## src/rtl/command_serializer.sv

```systemverilog
// Host-side framer: takes one parallel command per handshake and writes its byte frame
// (opcode, then the block/reg/data/instr fields the opcode selects) into the command FIFO.
module command_serializer #(
  parameter int unsigned n_blocks             = 32,
  parameter int unsigned n_block_registers    = 16,
  parameter int unsigned data_width           = 16,
  parameter int unsigned BLOCK_REG_ADDR_WIDTH = $clog2(n_block_registers),
  parameter int unsigned BLOCK_INSTR_WIDTH    = 32,
  localparam int unsigned BW                  = $clog2(n_blocks)
) (
  input  logic                            clk,
  input  logic                            reset,
  input  logic                            cmd_valid,
  output logic                            cmd_ready,
  input  logic [7:0]                      cmd_opcode,
  input  logic [BW-1:0]                   cmd_block,
  input  logic [BLOCK_REG_ADDR_WIDTH-1:0] cmd_reg,
  input  logic [data_width-1:0]           cmd_data,
  input  logic [BLOCK_INSTR_WIDTH-1:0]    cmd_instr,
  output logic [7:0]                      out_byte,
  output logic                            out_write,
  input  logic                            out_full,
  output logic                            busy,
  output logic                            invalid
);

  // Opcode bits [7:4] flag the block, reg, data and instr fields respectively.
  localparam logic [7:0] COMMAND_WRITE_BLOCK_INSTR = 8'h91;
  localparam logic [7:0] COMMAND_WRITE_BLOCK_REG   = 8'hE2;
  localparam logic [7:0] COMMAND_UPDATE_BLOCK_REG  = 8'hE3;
  localparam logic [7:0] COMMAND_ALLOC_SRAM_DELAY  = 8'hA4;

  localparam int unsigned BB        = (BW / 8 > 1) ? BW / 8 : 1;
  localparam int unsigned DB        = data_width / 8;
  localparam int unsigned IB        = BLOCK_INSTR_WIDTH / 8;
  localparam int unsigned BlkBits   = BB * 8;
  localparam int unsigned DataBits  = DB * 8;
  localparam int unsigned InstrBits = IB * 8;
  localparam int unsigned MaxB0     = (BB > DB) ? BB : DB;
  localparam int unsigned MaxB      = (MaxB0 > IB) ? MaxB0 : IB;
  localparam int unsigned CntW      = $clog2(MaxB + 1);

  typedef enum logic [2:0] {StIdle, StOpcode, StBlock, StReg, StData, StInstr} state_e;

  state_e                state_q, state_d;
  logic [CntW-1:0]       cnt_q, cnt_d;
  logic [7:0]            op_q, op_d;
  logic [BlkBits-1:0]    blk_q, blk_d;
  logic [7:0]            reg_q, reg_d;
  logic [DataBits-1:0]   data_q, data_d;
  logic [InstrBits-1:0]  instr_q, instr_d;
  logic [3:0]            has_q, has_d;  // {block, reg, data, instr}
  logic                  invalid_q, invalid_d;

  logic   opcode_ok;
  state_e after_op, after_blk, after_reg, after_data;

  assign opcode_ok = (cmd_opcode == COMMAND_WRITE_BLOCK_INSTR) ||
                     (cmd_opcode == COMMAND_WRITE_BLOCK_REG)   ||
                     (cmd_opcode == COMMAND_UPDATE_BLOCK_REG)  ||
                     (cmd_opcode == COMMAND_ALLOC_SRAM_DELAY);

  assign after_data = has_q[0] ? StInstr : StIdle;
  assign after_reg  = has_q[1] ? StData  : after_data;
  assign after_blk  = has_q[2] ? StReg   : after_reg;
  assign after_op   = has_q[3] ? StBlock : after_blk;

  assign cmd_ready = (state_q == StIdle);
  assign busy      = (state_q != StIdle);
  assign out_write = (state_q != StIdle) & ~out_full;
  assign invalid   = invalid_q;

  always_comb begin
    out_byte = 8'h00;
    unique case (state_q)
      StOpcode: out_byte = op_q;
      StBlock:  out_byte = blk_q[BlkBits-1 -: 8];
      StReg:    out_byte = reg_q;
      StData:   out_byte = data_q[DataBits-1 -: 8];
      StInstr:  out_byte = instr_q[InstrBits-1 -: 8];
      default:  out_byte = 8'h00;
    endcase
  end

  always_comb begin
    state_d   = state_q;
    cnt_d     = cnt_q;
    op_d      = op_q;
    blk_d     = blk_q;
    reg_d     = reg_q;
    data_d    = data_q;
    instr_d   = instr_q;
    has_d     = has_q;
    invalid_d = 1'b0;
    unique case (state_q)
      StIdle: begin
        if (cmd_valid) begin
          if (opcode_ok) begin
            op_d    = cmd_opcode;
            blk_d   = BlkBits'(cmd_block);
            reg_d   = 8'(cmd_reg);
            data_d  = DataBits'(cmd_data);
            instr_d = InstrBits'(cmd_instr);
            has_d   = cmd_opcode[7:4];
            cnt_d   = '0;
            state_d = StOpcode;
          end else begin
            invalid_d = 1'b1;
          end
        end
      end
      StOpcode: if (out_write) state_d = after_op;
      StBlock: begin
        if (out_write) begin
          blk_d = blk_q << 8;
          if (cnt_q == CntW'(BB - 1)) begin
            cnt_d   = '0;
            state_d = after_blk;
          end else begin
            cnt_d = cnt_q + CntW'(1);
          end
        end
      end
      StReg: if (out_write) state_d = after_reg;
      StData: begin
        if (out_write) begin
          data_d = data_q << 8;
          if (cnt_q == CntW'(DB - 1)) begin
            cnt_d   = '0;
            state_d = after_data;
          end else begin
            cnt_d = cnt_q + CntW'(1);
          end
        end
      end
      StInstr: begin
        if (out_write) begin
          instr_d = instr_q << 8;
          if (cnt_q == CntW'(IB - 1)) begin
            cnt_d   = '0;
            state_d = StIdle;
          end else begin
            cnt_d = cnt_q + CntW'(1);
          end
        end
      end
      default: state_d = StIdle;
    endcase
  end

  always_ff @(posedge clk or negedge reset) begin
    if (!reset) begin
      state_q   <= StIdle;
      cnt_q     <= '0;
      op_q      <= '0;
      blk_q     <= '0;
      reg_q     <= '0;
      data_q    <= '0;
      instr_q   <= '0;
      has_q     <= '0;
      invalid_q <= 1'b0;
    end else begin
      state_q   <= state_d;
      cnt_q     <= cnt_d;
      op_q      <= op_d;
      blk_q     <= blk_d;
      reg_q     <= reg_d;
      data_q    <= data_d;
      instr_q   <= instr_d;
      has_q     <= has_d;
      invalid_q <= invalid_d;
    end
  end

endmodule

```

## config.mk

```make
export PLATFORM = sky130hd
export DESIGN_NAME = command_serializer
export DESIGN_NICKNAME = d
export VERILOG_FILES = /design/src/rtl/command_serializer.sv
export SDC_FILE = /design/constraint.sdc
export NUM_CORES = 1
export LEC_CHECK = 0
export CORE_MARGIN = 2
export CORE_UTILIZATION = 48
export CTS_BUF_LIST = sky130_fd_sc_hd__clkbuf_2
export CTS_CLUSTER_DIAMETER = 100
export DETAILED_ROUTE_END_ITERATION = 6
export HOLD_SLACK_MARGIN = 0.12
export PLACE_DENSITY = 0.82
export RECOVER_POWER = 100
export SYNTH_ARGS = -nofsm -noshare
export SYNTH_HDL_FRONTEND = slang
export SYNTH_SLANG_ARGS = --single-unit
export TNS_END_PERCENT = 50
```

## constraint.sdc

```tcl
create_clock -name clk -period 2.14 [get_ports clk]
set_input_delay 0.642 -clock clk [delete_from_list [all_inputs] [get_ports clk]]
set_output_delay 0.642 -clock clk [all_outputs]
set_load 0.01 [all_outputs]
```

; ---- Word level (Yosys, flattened, before mapping)
; Index checks and enable logic that the tools add are counted.
; Widths: inputs -> output; s select.
[word_totals]
regBits = 79
latchBits = 0
ramBits = 0
mem_bits_ro = 0
inputBits = 69
out_inout_bits = 12
wordCells = 89
memories = 0
[classes]
n_addsub = 1
mul = 0
div_mod_pow = 0
magnitude_cmp = 0
n_eq_ne = 21
n_shift = 0
mux = 40
bitwise = 2
reduce_logical = 16
[op_table]
columns = operator, count
row1 = $mux 32, 3
row2 = $mux 3, 22
row3 = $pmux 32 s2, 1
row4 = $mux 16, 3
row5 = $pmux 8 s5, 1
row6 = $eq 8x8->1 const B, 4
row7 = $pmux 16 s2, 1
row8 = $mux 8, 3
row9 = $ne 2x2->1 const B, 9
row10 = $pmux 3 s6, 1
row11 = $pmux 8 s2, 1
row12 = $pmux 3 s4, 1
row13 = $reduce_and 4->1, 3
row14 = $reduce_and 10->1, 1
row15 = $eq 3x2->1 const B, 3
row16 = $eq 3x1->1 const B, 2
row17 = $eq 3x3->1 const B, 2
row18 = $logic_not 3->1, 2
row19 = $reduce_and 6->1, 1
row20 = $reduce_bool 2->1, 3
row21 = $reduce_bool 4->1, 1
row22 = $add 3x1->3 const B, 1
row23 = $logic_or 1x1->1, 3
row24 = $mux 1, 3
row25 = other kinds (5), 5

; ---- Logic depth before layout (Yosys ltp)
; Gate-level depths: netlist of the first run.
[depth]
ltp_word = 7
ltp_mapped = 8
ltp_nobuf = 7

; ---- Worst setup path after synthesis of the first run
; No wires, ideal clock.
[synth_timing]
path_kind = reg-to-output
start = register state_q[0]
end = output port out_byte[4]
t_arrival_ps = 1491
path_slack_ps = 7
stages_incl_launch_ff = 6
path_buffers = 2
path_cell_list = dfrtp_1 buf_2 buf_1 mux2_2 a22oi_1 o21ai_0
[synth_via]
elab_chain_cells = 2
[synth_lines]
columns = element, line
row1 = start: declaration, 45  ; state_e state_q, state_d;
row2 = start signal: assignment, 153  ; state_q <= StIdle;
row3 = start signal: assignment, 163  ; state_q <= state_d;
row4 = $eq 3x3->1 (tied with other cells), 75  ; unique case (state_q)
row5 = $pmux 8 s5 *, 75
row6 = end: declaration, 20  ; output logic [7:0] out_byte,
; Mark *: on every way between the ends. The rest lies on a longest branch, timed or not.

; ---- Worst setup path after layout of the first run
[layout_timing]
start = register state_q[0]
end = output port out_byte[2]
; The elaborated chain is that of the path after synthesis.

==> flow_metrics.tcl, run 1 <==
set metrics [dict create \
    synth.avg_cell_area_sq_um 11.7 \
    endpoint "out_byte[2]" \
    violations "setup timing" \
    die_area_sq_um 8700 \
    area.sequential_sq_um 1800 \
    p_int_uw 3630 \
    synth-seq-area-share 0.471 \
    crit_fanout 4 \
    synth_cells 326 \
    dpl_cell_area_sq_um 5050 \
    overflow 0 \
    max-cap-violations 0 \
    synthFlopType "dfrtp_1" \
    cts_tree "done" \
    clock.fmax_ghz 0.389 \
    setup-violations-final 55 \
    die_width_microns 93.3 \
    hold_path.class "in -> reg" \
    die_y_microns 93.3 \
    r2r_slack_ns -0.09 \
    nNetsFinal 545 \
    clkSinkCount 72 \
    holdPathStages 2 \
    ctsLongestPathBuffers 2 \
    fin_total_pwr_uw 5430 \
    area_delta_synth_final_pct 46.3 \
    pre_cts_ws_ns -0.582 \
    synthArstFlopShare 1.00 \
    p_per_area_nw_per_um2 970 \
    worst-slew-pin-transition_ns 0.985 \
    drive_gt1_frac 0.424 \
    antennaDiodeCount 0 \
    status "finished, violations left" \
    syn-cell-area_sq_um 3820 \
    worst_slack_ns -0.433 \
    htree_num_levels 3 \
    first_pass_iters 5 \
    sequentialPowerShare 0.389 \
    coreArea_sq_um 7730 \
    dp.cells 540 \
    start_util 0.495 \
    routed_wl_microns 11500 \
    crit_type "reg -> out" \
    synthesis.nets 400 \
    grt_pass1_wl_microns 16800 \
    r2r_cells 10 \
    clockPowerShare 0.193 \
    hold_violations 0 \
    synth_edf_count 0 \
    nFillCells 474 \
    vdd.ir_drop.worst_mv 0.576 \
    final_design_area_no_fill_sq_um 5590 \
    power_frac_comb 0.418 \
    remaining_drc_errors 0 \
    wl_per_cell_microns 19.8 \
    place.detailed.hpwl_microns 6980 \
    final_common_cell "dfrtp_1" \
    numPortBuffers 80 \
    synth_seq_cells 72 \
    r2r_start "state_q[0]" \
    layout_common_cells "dfrtp_1 (71), clkdlybuf4s50_1 (63), buf_4 (43), mux2_2 (38), nand2_1 (28)" \
    crit_path_end_kind "output pin" \
    critPathRequiredTime_ns 1.50 \
    grt_pass1_vias 3505 \
    multiInputGateArea_sq_um 2000 \
    p_sw_uw 1800 \
    antenna_found_initial 0 \
    r2r-end "op_q[2]" \
    synth_cell_types 47 \
    p_leak_uw 0.00266 \
    root_buffer "clkbuf_2" \
    ios 81 \
    cts.clk_slew.worst_paths_ns 0.26 \
    place.gp.congestion 0.826 \
    ant_nets 0 \
    period_share 1.20 \
    min_period_ns 2.57 \
    drt-vias-per-instance 5.79 \
    cp-start-kind "flop" \
    ys_warn_count 0 \
    rsz0062_at_grt "yes" \
    finClkSkew_ns 0.0404 \
    track_usage 0.249 \
    grt_max_degree 73 \
    first_iter_violations 215 \
    clk_latency_ns 0.53 \
    row_count 32 \
    critPathArrivalTime_ns 1.93 \
    drv_slew 0 \
    worst_setup_path_startpoint "state_q[0]" \
    cts_buffers 9 \
    final_cells 578 \
    slew_headroom 0.343 \
    vias 3347 \
    switching_share 0.332 \
]
cells in the mapped netlist (all sizes together) (7+ instances only):
| master | number | share of area |
|---|---|---|
| dfrtp | 72 | 0.47 |
| mux2 | 62 | 0.20 |
| nand2 | 29 | 0.028 |
| nor2 | 16 | 0.016 |
| o21ai | 14 | 0.018 |
| buf | 13 | 0.021 |
| a21oi | 11 | 0.016 |
| mux2i | 10 | 0.026 |
| and3 | 9 | 0.015 |
| or2 | 9 | 0.015 |
| a21o | 8 | 0.016 |
| o221a | 8 | 0.024 |
| inv | 7 | 0.0069 |
state kept, by name (all words and copies together), names as in the netlist:
signal,flops
instr_q,32
data_q,16
op_q,7
blk_q,5
reg_q,4
cnt_q,3
state_q,3
has_q,1
invalid,1
kinds of logic after synthesis:
kind of cell,synth area share
simple gates,0.112
buf+inv,0.0330
xor+xnor,0.00229
mux,0.230
flops,0.471
fa+ha+maj,0.0164
compound gates,0.135
critical path, stage by stage (launching register included):
cell	delay, ns
dfrtp_2	0.50
buf_6	0.13
mux2_4	0.30
a22oi_2	0.21
o22ai_1	0.11
buf_2	0.15
how the worst min path moves through the flow:
stage                  startpoint          to
floorplan                   reset    blk_q[0]
global placement       instr_q[3]  instr_q[3]
detailed placement     instr_q[1]  instr_q[1]
CTS                    instr_q[3]  instr_q[3]
global route        cmd_opcode[2]     op_q[2]
finish              cmd_opcode[2]     op_q[2]
power by group through the flow:
stage	registers (uW)	logic, uW	clock network [uW]
floorplan	2000	1120	0
finish	2110	2270	1050
detailed placement	2100	1880	0
CTS	2080	2080	1040
global placement	2080	1820	0
global route	2150	2410	1120
routing by layer:
layer  global-route usage  part of all wire  vias to the layer above
met2                0.417              0.51                      142
met5                    0                 0                        -
met1                0.297              0.40                     1678
met3               0.0572             0.052                       46
li1                     -                 -                     1481
met4                0.136             0.042                        0
through the flow:
stage	utilization	hold WS, ns	TNS, ns
2_1_floorplan	-	0.346	0
3_3_place_gp	0.654	0.454	-33.74
3_5_place_dp	0.654	0.463	-37.01
4_1_cts	0.695	0.507	-3.26
5_1_grt	0.724	0.473	-8.50
6_report	0.724	0.518	-6.61
repair_timing:
action / CTS / global route
gates resized for setup: 71 / 39
pin swaps: 12 / 18
gates cloned: 0 / 2
endpoints found under the hold margin: 38 / 0
hold buffers: 1 / 0
endpoints found under the setup margin: 39 / 73
buffers inserted: 14 / 7
area by class of cell:
type	instances	share of cell area
clock buffer	9	0.00805
timing repair buffer	151	0.261
tap	102	0.0228
inverter	8	0.00582
multi-input combinational	229	0.358
clock inverter	7	0.0212
sequential	72	0.322
(Power assumes the default switching activity.)
==> inputs of run 2 (changes only) <==
--- a/config.mk
+++ b/config.mk
@@ -5,6 +5,7 @@
 export SDC_FILE = /design/constraint.sdc
 export NUM_CORES = 1
 export LEC_CHECK = 0
+export ABC_CLOCK_PERIOD_IN_PS = 2140
 export CORE_MARGIN = 2
 export CORE_UTILIZATION = 48
 export CTS_BUF_LIST = sky130_fd_sc_hd__clkbuf_2
==> results of run 2 <==
Final layout, timing and power as in run 1 (identical DEF).
